===== src/rtl/tt_pkg.sv =====
// Shared types and sizes for the truth-table sweeper.
package tt_pkg;

  // Sweep controller states
  typedef enum logic [1:0] {
    IDLE  = 2'd0,
    DRIVE = 2'd1,
    DONE  = 2'd2
  } state_e;

  localparam int NUM_MINTERMS = 16;
  localparam int IDX_W        = 4;
  localparam int CNT_W        = 5;

endpackage


===== src/rtl/tt_settle_timer.sv =====
// Settle timer: counts 0..SETTLE-1 while enabled and flags the last cycle
// so the caller knows the function output has had time to settle.
module tt_settle_timer #(
  parameter int SETTLE = 1
) (
  input  logic clk_i,
  input  logic rst_i,
  input  logic clear_i,
  input  logic en_i,
  output logic expire_o
);

  localparam logic [7:0] LAST = 8'(SETTLE - 1);

  logic [7:0] count_q;
  logic [7:0] count_d;

  assign expire_o = (count_q == LAST);

  // Next count: clear wins, otherwise wrap to 0 after the last settle cycle
  always_comb begin
    count_d = count_q;
    if (clear_i) begin
      count_d = 8'd0;
    end else if (en_i) begin
      if (expire_o) begin
        count_d = 8'd0;
      end else begin
        count_d = count_q + 8'd1;
      end
    end
  end

  // Count register with asynchronous reset
  always_ff @(posedge clk_i or posedge rst_i) begin
    if (rst_i) begin
      count_q <= 8'd0;
    end else begin
      count_q <= count_d;
    end
  end

endmodule


===== src/rtl/truth_table_sweeper.sv =====
// Truth-table sweeper: walks {w,x,y,z} through all 16 minterms, samples the
// function output after SETTLE cycles per minterm and packs the results.
module truth_table_sweeper
  import tt_pkg::*;
#(
  parameter int SETTLE = 1
) (
  input  logic        clk,
  input  logic        rst,
  input  logic        start,
  input  logic        f_in,
  output logic        w,
  output logic        x,
  output logic        y,
  output logic        z,
  output logic        busy,
  output logic        done,
  output logic [15:0] table_out,
  output logic [4:0]  ones_count
);

  state_e                  state_q, state_d;
  logic [IDX_W-1:0]        idx_q, idx_d;
  logic [NUM_MINTERMS-1:0] table_q, table_d;
  logic [CNT_W-1:0]        ones_q, ones_d;
  logic                    expire;
  logic                    timer_clear;
  logic                    timer_en;

  // The timer only runs in DRIVE; anywhere else it is held at zero so each
  // sweep starts from a fresh settle window.
  assign timer_clear = (state_q != DRIVE);
  assign timer_en    = (state_q == DRIVE);

  tt_settle_timer #(
    .SETTLE(SETTLE)
  ) u_timer (
    .clk_i   (clk),
    .rst_i   (rst),
    .clear_i (timer_clear),
    .en_i    (timer_en),
    .expire_o(expire)
  );

  // Function inputs come straight from the index register
  assign {w, x, y, z} = idx_q;
  assign busy         = (state_q == DRIVE);
  assign done         = (state_q == DONE);
  assign table_out    = table_q;
  assign ones_count   = ones_q;

  // Next-state logic: accept start in IDLE, sample at each settle expiry,
  // leave after minterm 15, and pulse DONE for one cycle
  always_comb begin
    state_d = state_q;
    idx_d   = idx_q;
    table_d = table_q;
    ones_d  = ones_q;
    unique case (state_q)
      IDLE: begin
        if (start) begin
          state_d = DRIVE;
          idx_d   = '0;
          table_d = '0;
          ones_d  = '0;
        end
      end
      DRIVE: begin
        if (expire) begin
          table_d[idx_q] = f_in;
          ones_d         = ones_q + {{(CNT_W-1){1'b0}}, f_in};
          if (idx_q == IDX_W'(NUM_MINTERMS - 1)) begin
            state_d = DONE;
          end else begin
            idx_d = idx_q + IDX_W'(1);
          end
        end
      end
      DONE: begin
        idx_d   = '0;
        state_d = IDLE;
      end
      default: begin
        state_d = IDLE;
        idx_d   = '0;
      end
    endcase
  end

  // State and datapath registers; reset discards any partial table
  always_ff @(posedge clk or posedge rst) begin
    if (rst) begin
      state_q <= IDLE;
      idx_q   <= '0;
      table_q <= '0;
      ones_q  <= '0;
    end else begin
      state_q <= state_d;
      idx_q   <= idx_d;
      table_q <= table_d;
      ones_q  <= ones_d;
    end
  end

endmodule


===== config.mk =====
export PLATFORM = sky130hd
export DESIGN_NAME = truth_table_sweeper
export DESIGN_NICKNAME = d
export VERILOG_FILES = /design/src/rtl/tt_pkg.sv /design/src/rtl/tt_settle_timer.sv /design/src/rtl/truth_table_sweeper.sv
export SDC_FILE = /design/constraint.sdc
export NUM_CORES = 1
export LEC_CHECK = 0
export CAP_MARGIN = 10
export CORE_UTILIZATION = 50
export DETAILED_ROUTE_END_ITERATION = 8
export PLACE_DENSITY = 0.83
export SYNTH_ARGS = -nofsm -noshare
export SYNTH_HDL_FRONTEND = slang
export SYNTH_SLANG_ARGS = --single-unit

===== constraint.sdc =====
create_clock -name clk -period 2.6 [get_ports clk]
set_input_delay 0.78 -clock clk [delete_from_list [all_inputs] [get_ports clk]]
set_output_delay 0.78 -clock clk [all_outputs]
set_load 0.005 [all_outputs]

==> flow_metrics.env, run 1 <==
export IMPL_status="finished, final reports clean"
export IMPL_avgRoutedWirePerCell_um=14.9
export IMPL_p_leak_uw=0.00112
export IMPL_grtUsageTotal_pct=23.1
export IMPL_n_antenna_cell=0
export IMPL_drive_above_1_share_pct=10.1
export IMPL_layout_common_cells="dfrtp_1 (35), clkdlybuf4s50_1 (30), nand2_1 (26), a31oi_1 (15), a41o_1 (14)"
export IMPL_fin_skew_ps=4.14
export IMPL_required_ps=1820
export IMPL_drt_iter0_drc=125
export IMPL_antenna_found_initial=0
export IMPL_cpMaxStageDelayCell="dfrtp_1"
export IMPL_cts_tree="built"
export IMPL_ir_worst_vdd_mv=0.545
export IMPL_clkLatencyLatePin_ps=290
export IMPL_critPathMaxFanout=11
export IMPL_root_buffer="clkbuf_8"
export IMPL_ys_seq_elements=35
export IMPL_cp_start_kind="flip-flop"
export IMPL_met3_usage_pct=4.82
export IMPL_place_congestion=0.799
export IMPL_cp_end_kind="output pin"
export IMPL_cts_buffers=5
export IMPL_criticalPathCategory="flip-flop to output pin"
export IMPL_grt_pass1_wl_um=7160
export IMPL_cp_arrival_ps=1720
export IMPL_die_w_um=63.8
export IMPL_syn_cell_area_sq_um=1910
export IMPL_crit_chain="nand2b_1, inv_1, clkdlybuf4s50_1"
export IMPL_fin_crit_sh_pct=96.0
export IMPL_yosys_area_top_type_share_pct=45.8
export IMPL_htreeDepth=2
export IMPL_clk_pin_slew_ps=70
export IMPL_layout_nets=238
export IMPL_fin_setup_tns_ps=0
export IMPL_die_y_um=63.8
export IMPL_power_density_nw_per_um2=1080
export IMPL_slew_headroom_pct=63.7
export IMPL_grtUsageMet2_pct=35.0
export IMPL_synth_warnings=0
export IMPL_cp_slowest_stage_delay_ps=530
export IMPL_fin_crit_ps=2500
export IMPL_setup_viol=0
export IMPL_numClockSinks=35
export IMPL_cts_resized=0
export IMPL_final_common_cell="dfrtp_1"
export IMPL_post_cts_setup_buffer_count=0
export IMPL_numPortBuffers=30
export IMPL_wl_um=4090
export IMPL_synthTopCellsByArea="dfrtp_1 (46%), a41o_1 (7.3%), ha_1 (5.2%)"
export IMPL_io_pins=31
export IMPL_core_area_sq_um=3660
export IMPL_maxSlewViolCount=0
export IMPL_fp_row_count=22
export IMPL_ant_nets=0
export IMPL_cts_buffer_depth=2
export IMPL_firstDrtPassIters=4
export IMPL_place_hpwl_um=2800
export IMPL_dieArea_sq_um=4070
export IMPL_syn_nets=208
export IMPL_design_area_sq_um=2340
export IMPL_total_power_uw=2520
export IMPL_nFillCells=294
export IMPL_synth_cells=196
export IMPL_grt_ovfl_total=0
export IMPL_vias_per_cell=5.83
export IMPL_cts_hold_buf=0
export IMPL_initial_utilization_pct=52.2
export IMPL_grt_util_met1_pct=31.9
export IMPL_syn_area_per_cell_sq_um=9.75
export IMPL_post_route_drc_count=0
export IMPL_final_util_pct=63.9
export IMPL_vias=1604
export IMPL_tightestPinTransition_ps=543
export IMPL_busiest_layer="met2"
export IMPL_min_path_type="flip-flop to flip-flop"
export IMPL_synth_yosys_seq_area_share_pct=45.8
export IMPL_syn_to_final_growth_pct=22.5
export IMPL_yosysTopAreaCell="dfrtp_1"
export IMPL_max_cap_violations=0
export IMPL_rrSetupSlack_ps=770
export IMPL_grt_pass1_vias=1548
export IMPL_report_final_hold_viol_count=0
export IMPL_rsz0062_at_grt="false"
export IMPL_grt_max_degree=36
export IMPL_post_dp_cell_area_sq_um=2260
export IMPL_fmax_mhz=401
export IMPL_yosysUniqueCellTypes=39
## power breakdown
group / switching, uW / internal, uW
combinational: 567 / 658
clock: 188 / 188
sequential: 187 / 730
total: 943 / 1580
## area by class of cell
type	count	area, sq um	area share, %
Inverter	7	26.3	1.12
Sequential cell	35	876	37.4
Tap cell	48	60.1	2.57
Clock inverter	1	5.00	0.214
Multi-Input combinational cell	137	922	39.4
Clock buffer	7	76.3	3.26
Timing Repair Buffer	40	375	16.0
## registers in the layout, summed over array words and instances, names as in the netlist
| register | count |
|---|---|
| state_q | 2 |
| ones_count | 5 |
| idx_q | 4 |
| table_out | 16 |
| u_timer.count_q | 8 |
## path summary, 6_finish.rpt
path / from / endpoint / depth (start not counted)
setup / recovery: state_q[0]$_DFFE_PP0P_ / busy / 3
hold / removal: u_timer.count_q[0]$_DFF_PP0_ / u_timer.count_q[0]$_DFF_PP0_ / 1
setup reg to reg: u_timer.count_q[0]$_DFF_PP0_ / idx_q[2]$_DFFE_PP0P_ / 7
hold reg to reg: u_timer.count_q[0]$_DFF_PP0_ / u_timer.count_q[0]$_DFF_PP0_ / 1
max in group asynchronous: rst / table_out[6]$_DFFE_PP0P_ / 3
min in group asynchronous: rst / ones_count[4]$_DFFE_PP0P_ / 3
## logic make-up after synthesis
logic type / count (synthesis) / share of synthesized area (%)
AOI/OAI and AO/OA: 44 / 17.4
xor gates and xnor gates: 6 / 2.75
adders and majority gates: 8 / 5.24
buffers and inverters: 24 / 5.89
DFF: 35 / 45.8
muxes: 4 / 2.10
and+or+nand+nor: 75 / 20.8
## Yosys cell counts (all sizes together)
| cell | instances |
|---|---|
| dfrtp | 35 |
| nand2 | 27 |
| a31oi | 15 |
| a41o | 14 |
| nand3 | 13 |
| nor2 | 12 |
| clkbuf | 10 |
| ha | 8 |
| buf | 7 |
| inv | 7 |
| o21ai | 5 |
| mux2i | 4 |
| a21oi | 3 |
| and3 | 3 |
| nand2b | 3 |
| nand4 | 3 |
| nor3 | 3 |
| xnor2 | 3 |
| xor2 | 3 |
| and2 | 2 |
| nor3b | 2 |
| o211ai | 2 |
| o311ai | 2 |
| a221oi | 1 |
| a32o | 1 |
| nand4b | 1 |
| nor2b | 1 |
| nor4 | 1 |
| nor4bb | 1 |
| o22ai | 1 |
| or2 | 1 |
| or3b | 1 |
| or4 | 1 |
## metal layers
layer  up-vias  wire length, um
met5         -                0
met4         0               63
met3         6              205
met2        54             1940
met1       766             1870
li1        778                -
## stage by stage
stage | hold slack [ps] | instances | setup WS, ps
after global routing | 507 | 275 | 15.1
final | 481 | 275 | 104
after detailed placement | 477 | 267 | 321
after CTS | 487 | 275 | 105
after floorplan | 455 | 196 | 718
after global placement | 468 | 267 | 354
## worst max-delay path: cells and delay by family, from the launching register on
family                 cells  cell delay [ps]
buffers and inverters      2              660
flip-flops                 1              530
AND/OR/NAND/NOR            1              240
(Power assumes the default switching activity.)
==> run 2: changes to the inputs <==
--- a/config.mk
+++ b/config.mk
@@ -9,6 +9,7 @@
 export CORE_UTILIZATION = 50
 export DETAILED_ROUTE_END_ITERATION = 8
 export PLACE_DENSITY = 0.83
+export REMOVE_ABC_BUFFERS = 1
 export SYNTH_ARGS = -nofsm -noshare
 export SYNTH_HDL_FRONTEND = slang
 export SYNTH_SLANG_ARGS = --single-unit
==> run 2 against run 1 <==
Register-to-register slack got worse by 290 ps. Sequential cell count did not move. Sequential power is 2% lower. Sequential share of layout area up 0.24 points. Global-route usage is 0.96 points lower. Non-clock buffer count is 2 lower. Critical path type unchanged. Largest cell class unchanged.
==> flow_metrics.env, run 2 (synthesis gave the netlist of run 1 again) <==
export IMPL_tightestPinTransition_ps=535
export IMPL_numPortBuffers=30
export IMPL_layout_nets=236
export IMPL_critPathMaxFanout=6
export IMPL_fin_setup_tns_ps=0
export IMPL_syn_to_final_growth_pct=21.7
export IMPL_firstDrtPassIters=4
export IMPL_max_cap_violations=0
export IMPL_clk_pin_slew_ps=70
export IMPL_regArea_sq_um=876
export IMPL_fin_crit_sh_pct=95.3
export IMPL_cp_arrival_ps=1700
export IMPL_post_cts_setup_buffer_count=0
export IMPL_drive_above_1_share_pct=9.33
export IMPL_crit_chain="nand2b_1, inv_1, clkdlybuf4s50_1"
export IMPL_p_leak_uw=0.00111
export IMPL_cts_hold_buf=0
export IMPL_instances_no_fill=273
export IMPL_largest_reg_flops=16
export IMPL_grt_pass1_wl_um=6780
export IMPL_cpMaxStageDelayCell="clkdlybuf4s50_1"
export IMPL_slew_headroom_pct=64.2
export IMPL_cts_buffer_depth=2
export IMPL_place_congestion=0.764
export IMPL_root_buffer="clkbuf_8"
export IMPL_ir_worst_vdd_mv=0.594
export IMPL_worstSetupStartpoint="state_q[1]$_DFFE_PP0P_"
export IMPL_r2r_start="u_timer.count_q[0]$_DFF_PP0_"
export IMPL_wl_um=3980
export IMPL_nFillCells=298
export IMPL_rsz0062_at_grt="false"
export IMPL_power_density_nw_per_um2=1070
export IMPL_fin_crit_ps=2480
export IMPL_required_ps=1820
export IMPL_initial_utilization_pct=52.2
export IMPL_post_route_drc_count=0
export IMPL_fin_hold_ws_ps=496
export IMPL_die_y_um=63.8
export IMPL_cts_tree="built"
export IMPL_grt_ovfl_total=0
export IMPL_fp_row_count=22
export IMPL_cp_end_kind="output pin"
export IMPL_multi_input_area_sq_um=922
export IMPL_place_hpwl_um=2730
export IMPL_avgRoutedWirePerCell_um=14.6
export IMPL_setup_viol=0
export IMPL_report_final_hold_viol_count=0
export IMPL_die_w_um=63.8
export IMPL_grtUsageTotal_pct=22.1
export IMPL_n_antenna_cell=0
export IMPL_final_common_cell="dfrtp_1"
export IMPL_grt_max_degree=36
export IMPL_design_area_sq_um=2330
export IMPL_dieArea_sq_um=4070
export IMPL_numClockSinks=35
export IMPL_clkLatencyLatePin_ps=290
export IMPL_fin_skew_ps=9.05
export IMPL_status="finished, final reports clean"
export IMPL_dp_cells=265
export IMPL_htreeDepth=2
export IMPL_cp_start_kind="flip-flop"
export IMPL_cts_buffers=5
export IMPL_layout_common_cells="dfrtp_1 (35), clkdlybuf4s50_1 (30), nand2_1 (26), a31oi_1 (15), a41o_1 (14)"
export IMPL_ant_nets=0
export IMPL_antenna_found_initial=0
export IMPL_hp_start="ones_count[4]$_DFFE_PP0P_"
export IMPL_criticalPathCategory="flip-flop to output pin"
export IMPL_cp_slowest_stage_delay_ps=540
export IMPL_critical_path_buf_inv_count=2
export IMPL_core_area_sq_um=3660
export IMPL_cts_resized=0
export IMPL_vias_per_cell=5.86
export IMPL_fmax_mhz=404
export IMPL_min_path_type="flip-flop to flip-flop"
export IMPL_drt_iter0_drc=140
export IMPL_cpLargestDelayFamily="buffers and inverters"
export IMPL_grt_pass1_vias=1451
export IMPL_total_power_uw=2500
export IMPL_vias=1601
export IMPL_io_pins=31
export IMPL_maxSlewViolCount=0
export IMPL_post_dp_cell_area_sq_um=2240
[run 2: cell count changes in the layout (fill, tap and decap cells not counted), sizes merged]
cell  delta
buf      -2
[run 2: metrics by stage]
step / worst slack, ps / utilization, %
2_1_floorplan: 534 / -
3_3_place_gp: 342 / 61.3
3_5_place_dp: 329 / 61.3
4_1_cts: 134 / 63.5
5_1_grt: 63.4 / 63.5
6_report: 123 / 63.5
[run 2: layout make-up]
cell class                      instances  share of cell area (%)
Clock buffer                            7                    3.28
Clock inverter                          1                   0.215
Inverter                                7                    1.13
Multi-Input combinational cell        137                    39.6
Sequential cell                        35                    37.7
Tap cell                               48                    2.58
Timing Repair Buffer                   38                    15.5
[run 2: final timing paths]
check,to,slack (ps),depth (start not counted)
worst max-delay path,busy,120,3
worst min-delay path,ones_count[4]$_DFFE_PP0P_,500,1
worst max register to register,table_out[10]$_DFFE_PP0P_,480,7
worst min register to register,ones_count[4]$_DFFE_PP0P_,500,1
max in group asynchronous,table_out[0]$_DFFE_PP0P_,1400,3
min in group asynchronous,table_out[15]$_DFFE_PP0P_,890,3
[run 2: power breakdown]
group	internal, uW	switching (uW)	total, uW
clock network	188	186	374
registers	730	169	899
logic	646	579	1230
[run 2: worst reg2reg max path: stages, from the launching register on]
cell	delay, ps
dfrtp_1	420
inv_1	70
ha_1	150
nor3b_2	310
and2_1	380
buf_4	320
a31oi_1	130
a41o_1	240
[run 2: layer usage]
layer  vias up  GRT usage (%)  wire length, um
met5         -              0                0
met4         0           9.66               79
met3         9           6.79              228
met1       773           30.1             1900
li1        774              -                -
met2        45           32.4             1780
==> RTL edit, RTL diff (settings of run 1) <==
Reset style: synchronous (`rst` and `rst_i`), changed in 2 clocked blocks. Comments in the files are not updated.
--- a/src/rtl/tt_settle_timer.sv
+++ b/src/rtl/tt_settle_timer.sv
@@ -32,7 +32,7 @@
   end
 
   // Count register with asynchronous reset
-  always_ff @(posedge clk_i or posedge rst_i) begin
+  always_ff @(posedge clk_i) begin
     if (rst_i) begin
       count_q <= 8'd0;
     end else begin
--- a/src/rtl/truth_table_sweeper.sv
+++ b/src/rtl/truth_table_sweeper.sv
@@ -88,7 +88,7 @@
   end
 
   // State and datapath registers; reset discards any partial table
-  always_ff @(posedge clk or posedge rst) begin
+  always_ff @(posedge clk) begin
     if (rst) begin
       state_q <= IDLE;
       idx_q   <= '0;
Check against the original RTL: differs if rst is asserted again (counterexample within 4 cycles, from zero or initial values and one cycle with rst high); with rst held inactive, the same outputs for 10 cycles.
==> RTL edit against run 1 <==
Non-clock buffer count is 7 lower. Sequential cell count is the same. Synthesized area decreased by 13%. Setup slack improved by 18 ps. Via count down 6.9%. Critical path depth unchanged. Wire length shrank 11%. Design area is 12% lower. Critical path type unchanged. Highest routed layer unchanged.
Power is not compared: it rests on default switching activity, and its combinational part moved more than twofold at a synthesized area within 25%.
==> RTL edit: results (changes against run 1) <==
crit path DAT=1700 ps (was 1720 ps); final WL=3626 um (was 4086 um); first-pass GRT wire length=6003 um (was 7162 um); hpwl dp=2645 um (was 2800 um); Compound-Gate Fraction of Synth Area=8.321% (was 17.35%); largest net degree at the start of global routing=19 (was 36); Synth top area share=41.98% (was 45.84%); synth unique cells=36 (was 39); Post-synth ARST share=0% (was 100.0%); status=finished clean (unchanged); dpl cell area=2002 um^2 (was 2260 um^2); top cells by area, synth=dfxtp_1, mux2i_1, nand3_1 (was dfrtp_1, a41o_1, ha_1); clk_lat worst skew=340 ps (was 290 ps); routed vias=1493 (was 1604); XOR/XNOR Fraction of Synth Area=3.148% (was 2.750%); Clk pin slew, worst setup/hold paths=110 ps (was 70 ps); vias in the first global route=1371 (was 1548); most frequent cells after synthesis=dfxtp_1, nand3_1, nand2_1, mux2i_1, nor2_1 (was dfrtp_1, nand2_1, a31oi_1, a41o_1, nand3_1); Worst Clk Skew=10.77 ps (was 4.138 ps); initial DRC count=73 (was 125); Final #Nets=230 (was 238); adder and majority cell fraction of the synthesized area=5.997% (was 5.239%); Syn Nets=198 (was 208); Critical-path top delay cell=dfxtp_1 (was dfrtp_1); drt via density=5.720 (was 5.833); commonest register cell after synthesis=dfxtp_1 (was dfrtp_1); Worst-Margin Slew=872.3 ps (was 542.8 ps); Tot GR Track Use=23.02% (was 23.11%); mux cell area share after synthesis=9.595% (was 2.096%); share of cells above drive strength 1=5.991% (was 10.13%); Max FO, Critical Path=9 (was 11); placed cells=254 (was 267); Mapped Avg Cell Area=8.974 um^2 (was 9.748 um^2); root buf cell=clkbuf_4 (was clkbuf_8)
[RTL edit: cell type report]
type	count	area, um^2
clock buffers	6	41.29
multi-input cells	136	904.6
fillers	264	1052
inverters	7	26.28
flip-flops and latches	35	700.7
repair buffers	33	322.8
well taps	44	55.05
[RTL edit: logic make-up (layout without fill, tap and decap cells)]
group                      count (synthesis)  count (layout)
and+or+nand+nor                           85              85
buffers and inverters                     15              46
AOI/OAI and AO/OA                         21              21
muxes                                     16              16
adders and majority gates                  8               8
xor gates and xnor gates                   6               6
DFF                                       35              35
[RTL edit: path summary, 6_finish.rpt]
kind                 startpoint             to  slack, ps  cells past startpoint
min                table_out[5]   table_out[5]        470                      2
max                  state_q[1]           busy        120                      3
min reg2reg        table_out[5]   table_out[5]        470                      2
max reg2reg  u_timer.count_q[0]  table_out[13]        430                      6
[RTL edit: layer usage]
metal	GRT usage [%]	wire, um
met5	0	0
met4	13.62	82
met3	5.844	195
met1	28.44	1657
met2	36.03	1691
[RTL edit: stage by stage]
| step | setup slack (ps) | utilization [%] |
|---|---|---|
| floorplan | 741.1 | - |
| global placement | 5.840 | 64.52 |
| detailed placement | -144.7 | 64.52 |
| CTS | 121.7 | 65.85 |
| global route | 6.182 | 66.09 |
| finish | 121.6 | 66.09 |
[RTL edit: worst register-to-register path, cell delays in order, from the launching register on]
cell and delay, ps:
dfxtp_1 370, inv_1 90, ha_1 170, or4b_4 500, nor3_4 550, nand4_1 220
mux2i_1 160
[RTL edit: power by group through the flow]
stage	clock network, W	logic, W	registers, W
5_1_grt	0.000302	0.0000927	0.000549
3_3_place_gp	0	0.0000791	0.000560
3_5_place_dp	0	0.0000817	0.000561
6_report	0.000269	0.0000842	0.000548
2_1_floorplan	0	0.0000532	0.000559
4_1_cts	0.000273	0.0000818	0.000548
